## src/rtl/matmul_pkg.sv

```systemverilog
// matmul_pkg: shared constants and FSM state encoding for the 8x8 matrix-multiply controller.
package matmul_pkg;
    localparam int DIM    = 8;
    localparam int ADDR_W = 6;
    localparam int ACC_W  = 19;
    localparam int CNT_W  = 11;
    typedef enum logic [2:0] {IDLE, RUN, DRAIN1, DRAIN2, DONE} state_t;
endpackage

```

## src/rtl/matmul_addr_gen.sv

```systemverilog
// matmul_addr_gen: i/j/k loop counters and RAM A/B address generation, k innermost.
module matmul_addr_gen #(
    parameter int DIM = matmul_pkg::DIM
) (
    input  logic                          clk,
    input  logic                          reset_n,
    input  logic                          i_clr,
    input  logic                          i_en,
    output logic [2:0]                    o_k,
    output logic [matmul_pkg::ADDR_W-1:0] o_addr_a,
    output logic [matmul_pkg::ADDR_W-1:0] o_addr_b,
    output logic [matmul_pkg::ADDR_W-1:0] o_ij,
    output logic                          o_last
);
    import matmul_pkg::*;
    localparam logic [2:0] MAX = 3'(DIM - 1);
    logic [2:0] r_i, r_j, r_k;
    always_ff @(posedge clk or negedge reset_n) begin
        if (!reset_n) begin
            r_i <= '0;
            r_j <= '0;
            r_k <= '0;
        end else if (i_clr) begin
            r_i <= '0;
            r_j <= '0;
            r_k <= '0;
        end else if (i_en) begin
            r_k <= r_k + 3'd1;
            if (r_k == MAX) r_j <= r_j + 3'd1;
            if (r_k == MAX && r_j == MAX) r_i <= r_i + 3'd1;
        end
    end
    assign o_k      = r_k;
    assign o_addr_a = {r_k, r_j};
    assign o_addr_b = {r_i, r_k};
    assign o_ij     = {r_i, r_j};
    assign o_last   = r_i == MAX && r_j == MAX && r_k == MAX;
endmodule

```

## src/rtl/matmul_ctrl.sv

```systemverilog
// matmul_ctrl: sequences one 8x8 multiply over external RAMs and MAC; owns the FSM,
// the read->MAC->write delay pipeline and the job cycle counter.
module matmul_ctrl #(
    parameter int DIM   = matmul_pkg::DIM,
    parameter int CNT_W = matmul_pkg::CNT_W
) (
    input  logic                          clk,
    input  logic                          reset_n,
    input  logic                          start,
    output logic                          rd_en,
    output logic [matmul_pkg::ADDR_W-1:0] addr_a,
    output logic [matmul_pkg::ADDR_W-1:0] addr_b,
    output logic                          mac_en,
    output logic                          mac_clr,
    output logic                          wr_en,
    output logic [matmul_pkg::ADDR_W-1:0] addr_c,
    output logic                          busy,
    output logic                          done,
    output logic [CNT_W-1:0]              clock_count
);
    import matmul_pkg::*;
    localparam logic [2:0] K_MAX = 3'(DIM - 1);
    state_t r_state, w_next;
    logic w_accept, w_last;
    logic [2:0] w_k;
    logic [ADDR_W-1:0] w_ij, r_ij_d1, r_addr_c;
    logic r_mac_en, r_mac_clr, r_wr_d1, r_wr_en;
    logic [CNT_W-1:0] r_cnt;

    matmul_addr_gen #(.DIM(DIM)) u_addr_gen (
        .clk      (clk),
        .reset_n  (reset_n),
        .i_clr    (w_accept),
        .i_en     (rd_en),
        .o_k      (w_k),
        .o_addr_a (addr_a),
        .o_addr_b (addr_b),
        .o_ij     (w_ij),
        .o_last   (w_last)
    );

    always_comb begin
        w_next   = r_state;
        rd_en    = r_state == RUN;
        busy     = r_state == RUN || r_state == DRAIN1 || r_state == DRAIN2;
        done     = r_state == DONE;
        w_accept = start && (r_state == IDLE || r_state == DONE);
        case (r_state)
            IDLE, DONE: w_next = start ? RUN : r_state;
            RUN:        w_next = w_last ? DRAIN1 : RUN;
            DRAIN1:     w_next = DRAIN2;
            DRAIN2:     w_next = DONE;
            default:    w_next = IDLE;
        endcase
    end

    // MAC sees read data one cycle after the read; the write follows the last accumulate.
    always_ff @(posedge clk or negedge reset_n) begin
        if (!reset_n) begin
            r_state   <= IDLE;
            r_mac_en  <= 1'b0;
            r_mac_clr <= 1'b0;
            r_wr_d1   <= 1'b0;
            r_wr_en   <= 1'b0;
            r_ij_d1   <= '0;
            r_addr_c  <= '0;
            r_cnt     <= '0;
        end else begin
            r_state   <= w_next;
            r_mac_en  <= rd_en;
            r_mac_clr <= rd_en && w_k == 3'd0;
            r_wr_d1   <= rd_en && w_k == K_MAX;
            r_wr_en   <= r_wr_d1;
            r_ij_d1   <= w_ij;
            r_addr_c  <= r_ij_d1;
            r_cnt     <= w_accept ? '0 : (busy && r_cnt != '1) ? r_cnt + 1'b1 : r_cnt;
        end
    end

    assign mac_en      = r_mac_en;
    assign mac_clr     = r_mac_clr;
    assign wr_en       = r_wr_en;
    assign addr_c      = r_addr_c;
    assign clock_count = r_cnt;
endmodule

```

## config.mk

```make
export PLATFORM = sky130hd
export DESIGN_NAME = matmul_ctrl
export DESIGN_NICKNAME = d
export VERILOG_FILES = /design/src/rtl/matmul_pkg.sv /design/src/rtl/matmul_addr_gen.sv /design/src/rtl/matmul_ctrl.sv
export SDC_FILE = /design/constraint.sdc
export NUM_CORES = 1
export LEC_CHECK = 0
export ABC_AREA = 1
export CORE_MARGIN = 8
export CORE_UTILIZATION = 50
export DETAILED_ROUTE_END_ITERATION = 12
export PLACE_DENSITY = 0.81
export SETUP_SLACK_MARGIN = 0.1
export SLEW_MARGIN = 20
export SYNTH_ARGS = -nofsm -noshare
export SYNTH_HDL_FRONTEND = slang
export SYNTH_SLANG_ARGS = --single-unit
```

## constraint.sdc

```tcl
create_clock -name clk -period 1.7 [get_ports clk]
set_input_delay 0.17 -clock clk [delete_from_list [all_inputs] [get_ports clk]]
set_output_delay 0.17 -clock clk [all_outputs]
set_load 0.05 [all_outputs]
```

==> results of run 1 <==
## power groups by stage
stage	clock, W	sequential (W)	combinational [W]
after floorplan	0	0.00221	0.000713
after global placement	0	0.00146	0.00203
after detailed placement	0	0.00147	0.00205
after CTS	0.000652	0.00145	0.00202
after global routing	0.000685	0.00149	0.00215
final	0.000636	0.00145	0.00200
## worst max-delay path, cell delays in order (launching register included)
cell     delay [ns]
dfrtp_1        0.48
nor2_4         0.17
inv_2          0.07
nor2_2         0.16
buf_12         0.16
## metal layers
layer	share of wire (%)	wire length (µm)
met5	0	0
met4	2.4	80
met3	6.9	235
met2	47	1600
met1	44	1470
## synthesized netlist by cell type, types with 2 or more instances
library cell  count
inv_2             2
nand2_1          45
inv_1            18
dfrtp_1          39
buf_4             3
nand3_1          24
o21ai_1           4
nor2_4            6
o21ai_0           6
ha_1              8
a21oi_1           2
xor2_1            3
nand3_2           2
nor2_1            7
## per-stage QoR
| step | power, W | std cells | setup slack [ns] | cell area (µm²) | hold WS [ns] |
|---|---|---|---|---|---|
| after floorplan | 0.00292 | 180 | 0.104 | 1760 | -0.126 |
| after global placement | 0.00349 | 260 | 0.286 | 2120 | 0.163 |
| after detailed placement | 0.00352 | 260 | 0.246 | 2120 | 0.168 |
| after CTS | 0.00413 | 269 | 0.113 | 2210 | 0.306 |
| after global routing | 0.00433 | 269 | 0.0928 | 2220 | 0.321 |
| final | 0.00408 | 269 | 0.149 | 2220 | 0.298 |
## registers in the layout, indices dropped and copies added (netlist names)
name            count
clock_count        11
addr_c              6
r_ij_d1             6
r_state             3
u_addr_gen.o_k      3
u_addr_gen.r_i      3
u_addr_gen.r_j      3
mac_clr             1
mac_en              1
r_wr_d1             1
wr_en               1
## cell families after synthesis
| logic type | synth area share [%] |
|---|---|
| simple gates | 25.0 |
| fa+ha+maj | 5.70 |
| xor+xnor | 1.99 |
| compound gates | 4.70 |
| flops | 55.6 |
| buf+inv | 7.05 |
## cell type report
cell class | count | area, µm² | area share [%]
repair buffers | 40 | 352 | 15.8
well taps | 46 | 57.6 | 2.59
clock buffers | 5 | 37.5 | 1.69
multi-input cells | 116 | 671 | 30.2
flip-flops and latches | 39 | 981 | 44.1
inverters | 20 | 77.6 | 3.49
clock inverters | 3 | 47.5 | 2.14
## worst max-delay path by stage
| stage | to | slack (ns) | cells after the start |
|---|---|---|---|
| 6_report | done | 0.15 | 4 |
| 5_1_grt | done | 0.09 | 4 |
| 4_1_cts | rd_en | 0.11 | 4 |
| 3_5_place_dp | u_addr_gen.o_k[0]$_DFFE_PN0P_ | 0.25 | 6 |
| 3_3_place_gp | u_addr_gen.o_k[0]$_DFFE_PN0P_ | 0.29 | 6 |
| 2_1_floorplan | u_addr_gen.r_i[0]$_DFFE_PN0P_ | 0.10 | 7 |
## timing repair
action,CTS,global route
resized for setup,11,4
endpoints found under the setup margin,11,3
pin swaps,0,0
hold endpoints to repair,21,0
buffers inserted,0,0
hold buffers,1,0
==> impl_results.md, run 1 <==
- Core area: 0.00336 mm²
- Fmax: 645 MHz
- Yosys top cell by area: dfrtp_1
- CP Data Arrival Time: 1.38 ns
- #FFs+latches synth: 39
- Peak supply drop: 1170 µV
- Top post-synthesis cells by area: dfrtp_1, nand2_1, nand3_1, ha_1, inv_1
- Die area: 0.00567 mm²
- Post-synthesis instance area: 0.00176 mm²
- Antenna violations before repair: 0
- Layout Nets: 233
- WL per Instance: 12.6 µm
- Async SR Flop Fraction: 100%
- PwrDens: 1840 mW/mm²
- Post-synth EDFFs: 0
- Gate Count Post-Synth: 180
- DRC Markers: 0
- Fillers: 294
- Via/cell ratio: 5.04
- Syn Area/Cell: 9.76 µm²
- Gpl congestion: 0.819
- Actual slew at the worst max-slew pin: 0.507 ns
- Met3 Resource Use GR: 3.60%
- Die width: 75.3 µm
- Cts bufs inserted: 5
- Relative slew margins: 66.2%
- Startpoint type of the worst setup path: register
- H-tree depth: 2
- Net Sw Power: 0.00198 W
- I/O Pins: 38
- Root Buffer: clkbuf_4
- Worst R2R End: clock_count[1]$_DFFE_PN0P_
- Clock Sinks: 39
- Unrepaired setup endpoints after global routing: true
- Worst endpoint required time: 1.53 ns
- TritonCTS clock tree: yes
- Vias in the first global route: 1,251
- Sw Share: 48.6%
- Total global-route track usage: 12.9%
- Tcrit/Tclk final: 91.2%
- Most frequent cells in the layout: nand2_1, dfrtp_1, buf_4
- Commonest non-fill, non-tap cell in the layout: nand2_1
- Port Buffers: 37
- Outcome: finished, final reports clean
- WL final: 3390 µm
- Synth-to-Final Area Change: 26.6%
- Setup Skew: 0.0119 ns
- Wire length of the first global-routing pass: 5440 µm
- CP startpoint: r_state[0]$_DFFE_PN0P_
- Reg2Reg Launch Point: clock_count[0]$_DFFE_PN0P_
- Layer carrying the most global-route usage: met2
- Setup TNS: 0 ns
- Largest net degree at the start of global routing: 24
- Min Tclk post-route: 1.55 ns
- Leakage: 1.14 nW
- Met1 usage: 15.2%
- Iter 0 DRT Violations: 101
- Clock network power share: 15.6%
- Max-cap violations: 0
- Fin. max-slew vios: 0
- Crit Path Max Fanout: 4
- Crit Path Class: reg -> out
- Final antenna-violating net count: 0
- GR Util met2: 20.0%
- Row count: 21
- CTS Buffer Depth: 2
- CP Capture Type: primary output
- Hold crit path type: in -> async
- Main synth FF type: dfrtp_1
- Number of diodes: 0
- Register share of total power: 35.5%
- Grt total ovfl: 0
- P_int: 0.00210 W
- Worst skew pair latency: 0.35 ns
- Initial Util: 52.2%
- Synth cell types: 25
- Endpoints failing setup: 0
- Hpwl dp: 2490 µm
- Layout cells sized above 1: 25.1%
- Synthesized Nets: 191
- Final Hold Fails: 0
- Yosys warning count: 0
- Power share of the combinational group: 49.0%
- Worst-path clk slew: 0.13 ns
- Fin util: 66.1%
- Die height: 75.3 µm
- Worst r2r path cells: 8
- Vias: 1,356
- DR pass1 iterations: 5
- Register area share after synthesis: 55.6%
- Worst reg-to-reg setup slack: 0.25 ns
- Yosys top cell area share: 55.6%
No activity file was read; power rests on OpenSTA's default activity.
==> run 2: changes to the inputs <==
Settings changed: CORE_UTILIZATION 50 to 40, PLACE_DENSITY 0.81 to 0.67.
Clock period 1.7 ns to 1.8 ns, I/O delays scaled along.
==> run 2 against run 1 <==
  * Combinational power shrank 3%
  * Sequential share of layout area shrank 0.74 points
  * Via count fell by 3.2%
  * Utilization down 14 points
  * Die area grew 19%
  * Routed wire length grew 2.4%
  * Worst setup slack better by 0.044 ns
  * Total power decreased by 7.0%
  * Sequential cell count did not move
  * First-iteration DRC count is 5.9% lower
  * Largest cell class unchanged
  * Largest power group unchanged
  * Highest routed layer unchanged
==> impl_results.md, run 2 (synthesis gave the netlist of run 1 again) <==
- Die height: 82.3 µm (+9.3%)
- Crit Path Max Fanout: 1 (-3)
- Most frequent cells in the layout: nand2_1, dfrtp_1, nand3_1
- Net Sw Power: 0.00183 W (-8.0%)
- Via/cell ratio: 4.81 (-4.7%)
- Iter 0 DRT Violations: 95 (-5.9%)
- Worst skew pair latency: 0.29 ns (-0.06 ns)
- Total global-route track usage: 11.2% (-1.7 points)
- Post-CTS Setup Inserts: 0 (unchanged)
- Placed Area: 0.00216 mm² (+1.7%)
- Die width: 82.3 µm (+9.3%)
- CTS Buffer Depth: 2 (unchanged)
- Fin. max-slew vios: 0 (unchanged)
- Layout Nets: 233 (unchanged)
- Synth-to-Final Area Change: 28.1%
- Register share of total power: 35.5% (about the same)
- H-tree depth: 2 (unchanged)
- Fillers: 391 (+33%)
- Cts bufs inserted: 5 (unchanged)
- Gpl congestion: 0.773 (-5.6%)
- Number of diodes: 0 (unchanged)
- CP Data Arrival Time: 1.43 ns (+0.05 ns)
- PwrDens: 1690 mW/mm² (-8.1%)
- CP Cell Sequence: clkdlybuf4s50_1
- Wire length of the first global-routing pass: 5750 µm (+5.6%)
- Vias in the first global route: 1,243 (-0.64%)
- Crit Path Class: reg -> out
- Tcrit/Tclk final: 89.3%
- Final Hold Fails: 0 (unchanged)
- CP max stage delay: 0.80 ns (+0.32 ns)
- Max reg flops: 11 (unchanged)
- DRC Markers: 0 (unchanged)
- Die area: 0.00677 mm² (+19%)
- Sw Share: 48.1% (-0.48 points)
- Clock Sinks: 39 (unchanged)
- Setup TNS: 0 ns (unchanged)
- Clock network power share: 13.7% (-1.9 points)
- Fin cells: 273 (+1.5%)
- Cell family with most CP delay: buffers and inverters
- Placed Cells: 266 (+2.3%)
- Actual slew at the worst max-slew pin: 0.508 ns (+0.00189 ns)
- Commonest non-fill, non-tap cell in the layout: nand2_1
- Port Buffers: 37 (unchanged)
- Slowest CP cell: clkdlybuf4s50_1
- Max-cap violations: 0 (unchanged)
- Vias: 1,312 (-3.2%)
- Worst-path clk slew: 0.07 ns (-0.06 ns)
- CP Capture Type: primary output
- Hold crit path type: reg -> reg
- Leakage: 1.21 nW (+5.9%)
- Power share of the combinational group: 50.7% (+1.7 points)
- Endpoints failing setup: 0 (unchanged)
- I/O Pins: 38 (unchanged)
- WP buf/inv: 1 (-1)
- Fmax: 622 MHz
- Largest net degree at the start of global routing: 40 (+67%)
- Setup Skew: 0.00788 ns (-0.00401 ns)
- Final antenna-violating net count: 0 (unchanged)
- TritonCTS clock tree: yes
- Row count: 24 (+14%)
- Min Tclk post-route: 1.61 ns
- P_int: 0.00197 W (-6.2%)
- Unrepaired setup endpoints after global routing: false
- Worst endpoint required time: 1.62 ns (+0.09 ns)
- Peak supply drop: 793 µV (-32%)
- Initial Util: 40.9% (-11 points)
- Hpwl dp: 2570 µm (+3.6%)
- Grt total ovfl: 0 (unchanged)
- Startpoint type of the worst setup path: register
- Core area: 0.00429 mm² (+28%)
- DR pass1 iterations: 6 (+1)
- Design Area, Final: 0.00225 mm² (+1.2%)
- Relative slew margins: 66.1% (-0.18 points)
- Root Buffer: clkbuf_8
- WL final: 3470 µm (+2.4%)
- Outcome: finished, final reports clean
- Antenna violations before repair: 0 (unchanged)
- Layout cells sized above 1: 12.7% (-12 points)
- WL per Instance: 12.7 µm (+0.89%)
==> run 2: final cells by class <==
class	instances	area, µm²	share of cell area, %
clock buffers	6	72.6	3.23
inverters	20	75.1	3.34
multi-input cells	116	657	29.2
flip-flops and latches	39	976	43.4
well taps	52	65.1	2.89
repair buffers	40	404	18.0
==> run 2: stage by stage <==
| step | util [%] | setup slack, ns | hold WS (ns) | power, W |
|---|---|---|---|---|
| after floorplan | - | 0.124 | -0.116 | 0.00275 |
| after global placement | 50.3 | 0.329 | 0.256 | 0.00335 |
| after detailed placement | 50.3 | 0.329 | 0.255 | 0.00338 |
| after CTS | 51.9 | 0.101 | 0.352 | 0.00386 |
| after global routing | 52.4 | 0.130 | 0.359 | 0.00403 |
| final | 52.4 | 0.192 | 0.349 | 0.00380 |
==> run 2: power by group through the flow <==
| stage | Sequential, W | Clock (W) | Combinational [W] |
|---|---|---|---|
| after global routing | 0.00139 | 0.000578 | 0.00206 |
| after detailed placement | 0.00138 | 0 | 0.00200 |
| after floorplan | 0.00208 | 0 | 0.000674 |
| after global placement | 0.00136 | 0 | 0.00199 |
| final | 0.00135 | 0.000522 | 0.00193 |
| after CTS | 0.00136 | 0.000540 | 0.00196 |
==> run 2: repair_timing <==
item | CTS | global route
gates resized for setup | 9 | 8
gates cloned | 0 | 0
endpoints found under the hold margin | 39 | 0
hold buffers | 1 | 0
setup endpoints to repair | 9 | 8
==> run 2: final timing paths <==
path	end	start	cells after the start	slack, ns
worst max-delay path	mac_en	mac_en$_DFF_PN0_	1	0.19
worst min-delay path	addr_c[3]$_DFF_PN0_	r_ij_d1[3]$_DFF_PN0_	0	0.35
min in group asynchronous	u_addr_gen.r_i[2]$_DFFE_PN0P_	reset_n	3	0.47
max in group asynchronous	clock_count[5]$_DFFE_PN0P_	reset_n	3	1.00
worst min register to register	addr_c[3]$_DFF_PN0_	r_ij_d1[3]$_DFF_PN0_	0	0.35
worst max register to register	clock_count[7]$_DFFE_PN0P_	clock_count[1]$_DFFE_PN0P_	8	0.32
==> run 2: per-layer routing <==
metal | vias up | track usage (%) | share of wire (%)
li1 | 657 | - | -
met5 | - | 0 | 0
met2 | 33 | 17.9 | 49
met3 | 4 | 3.79 | 6.7
met4 | 0 | 5.79 | 1.4
met1 | 618 | 13.0 | 43
==> run 3: changes to the inputs <==
Settings changed: RECOVER_POWER set to 25.
==> run 3 against run 2 <==
  * Combinational power barely moved
  * Total power hardly changed
  * Via count about the same
  * Non-clock buffer count unchanged
  * Worst setup slack hardly changed
  * Clock power about the same
==> impl_results.md, run 3 (synthesis gave the netlist of run 1 again) <==
- Outcome: finished, final reports clean
- Max reg flops: 11 (unchanged)
- Initial Util: 40.9% (unchanged)
- WP buf/inv: 1 (unchanged)
- Grt total ovfl: 0 (unchanged)
- Largest net degree at the start of global routing: 40 (unchanged)
- Gpl congestion: 0.773 (unchanged)
- Layout cells sized above 1: 12.7% (unchanged)
- Leakage: 1.21 nW (about the same)
- Setup Skew: 0.00788 ns (-0.000000110 ns)
- Slowest CP cell: clkdlybuf4s50_1
- CP max stage delay: 0.80 ns (about the same)
- Total global-route track usage: 11.2% (unchanged)
- Min Tclk post-route: 1.61 ns (+0.0000120 ns)
- Worst skew pair latency: 0.29 ns (about the same)
- Max-cap violations: 0 (unchanged)
- Tcrit/Tclk final: 89.3% (about the same)
- Wire length of the first global-routing pass: 5750 µm (unchanged)
- Peak supply drop: 793 µV (about the same)
- Met3 Resource Use GR: 3.79% (unchanged)
- Endpoints failing setup: 0 (unchanged)
- Antenna violations before repair: 0 (unchanged)
- Number of diodes: 0 (unchanged)
- Startpoint type of the worst setup path: register
- Row count: 24 (unchanged)
- Met1 usage: 13.0% (unchanged)
- Final antenna-violating net count: 0 (unchanged)
- Worst-path clk slew: 0.07 ns (about the same)
- Vias in the first global route: 1,243 (unchanged)
- CP Data Arrival Time: 1.43 ns (about the same)
- Cell family with most CP delay: buffers and inverters
- Clock Sinks: 39 (unchanged)
- Crit Path Class: reg -> out
- Most frequent cells in the layout: nand2_1, dfrtp_1, nand3_1
- Root Buffer: clkbuf_8
- Hold crit path type: reg -> reg
- Layout Nets: 233 (unchanged)
- Die width: 82.3 µm (unchanged)
- Port Buffers: 37 (unchanged)
- Vias: 1,313 (+0.076%)
- Core area: 0.00429 mm² (unchanged)
- Iter 0 DRT Violations: 95 (unchanged)
- Fin. max-slew vios: 0 (unchanged)
- DRC Markers: 0 (unchanged)
- Crit Path Max Fanout: 1 (unchanged)
- Actual slew at the worst max-slew pin: 0.921 ns (+0.412 ns)
- Post-CTS Setup Inserts: 0 (unchanged)
- TritonCTS clock tree: yes
- Final Hold Fails: 0 (unchanged)
- Fmax: 622 MHz (about the same)
- Synth-to-Final Area Change: 27.9%
- Layer carrying the most global-route usage: met2
- CP Cell Sequence: clkdlybuf4s50_1
- Die height: 82.3 µm (unchanged)
- Fin cells: 273 (unchanged)
- WL final: 3470 µm (about the same)
- Hpwl dp: 2570 µm (unchanged)
- Relative slew margins: 38.6% (-27 points)
- Commonest non-fill, non-tap cell in the layout: nand2_1
- CTS Buffer Depth: 2 (unchanged)
- Setup TNS: 0 ns (unchanged)
- CP Capture Type: primary output
- Via/cell ratio: 4.81 (about the same)
- PwrDens: 1690 mW/mm² (about the same)
- H-tree depth: 2 (unchanged)
- DR pass1 iterations: 6 (unchanged)
- Cts bufs inserted: 5 (unchanged)
- Unrepaired setup endpoints after global routing: false
- I/O Pins: 38 (unchanged)
- Die area: 0.00677 mm² (unchanged)
- Placed Cells: 266 (unchanged)
- GR Util met2: 17.9% (unchanged)
- Worst endpoint required time: 1.62 ns (about the same)
- WL per Instance: 12.7 µm (about the same)
[run 3: changes by cell type in the layout (fill, tap and decap cells not counted)]
cell      change
buf_4         -1
clkbuf_2      +1
[run 3: power breakdown]
group / switching (W) / internal [W] / total [W]
Combinational: 0.00135 / 0.000579 / 0.00192
Clock: 0.000264 / 0.000258 / 0.000522
Sequential: 0.000217 / 0.00113 / 0.00135
[run 3: layout make-up]
type	count	area, µm²
inverters	20	75.1
flip-flops and latches	39	976
multi-input cells	116	657
repair buffers	40	402
well taps	52	65.1
fillers	392	2050
clock buffers	6	72.6
[run 3: through the flow]
| step | util (%) | cell area (µm²) | setup slack, ns | hold WS [ns] | total power (W) |
|---|---|---|---|---|---|
| after global routing | 52.3 | 2250 | 0.130 | 0.359 | 0.00403 |
| final | 52.3 | 2250 | 0.192 | 0.349 | 0.00379 |
| after CTS | 51.9 | 2230 | 0.101 | 0.352 | 0.00386 |
| after detailed placement | 50.3 | 2160 | 0.329 | 0.255 | 0.00338 |
| after floorplan | - | 1760 | 0.124 | -0.116 | 0.00275 |
| after global placement | 50.3 | 2160 | 0.329 | 0.256 | 0.00335 |
[run 3: layer usage]
metal,vias to the layer above,part of all wire (%)
met3,4,6.7
li1,658,-
met2,33,49
met5,-,0
met4,0,1.4
met1,618,43
[run 3: timing repair]
item                                    4_1_cts  5_1_grt
endpoints found under the setup margin        9        8
hold endpoints to repair                     39        0
hold buffers                                  1        0
gates resized for setup                       9        8
[run 3: final timing paths]
path | from | to | slack [ns] | cells after the start
worst min register to register | r_ij_d1[3]$_DFF_PN0_ | addr_c[3]$_DFF_PN0_ | 0.35 | 0
worst max-delay path | mac_en$_DFF_PN0_ | mac_en | 0.19 | 1
worst min-delay path | r_ij_d1[3]$_DFF_PN0_ | addr_c[3]$_DFF_PN0_ | 0.35 | 0
max in group asynchronous | reset_n | clock_count[5]$_DFFE_PN0P_ | 0.59 | 3
worst max register to register | clock_count[1]$_DFFE_PN0P_ | clock_count[7]$_DFFE_PN0P_ | 0.32 | 8
min in group asynchronous | reset_n | u_addr_gen.r_i[2]$_DFFE_PN0P_ | 0.64 | 3
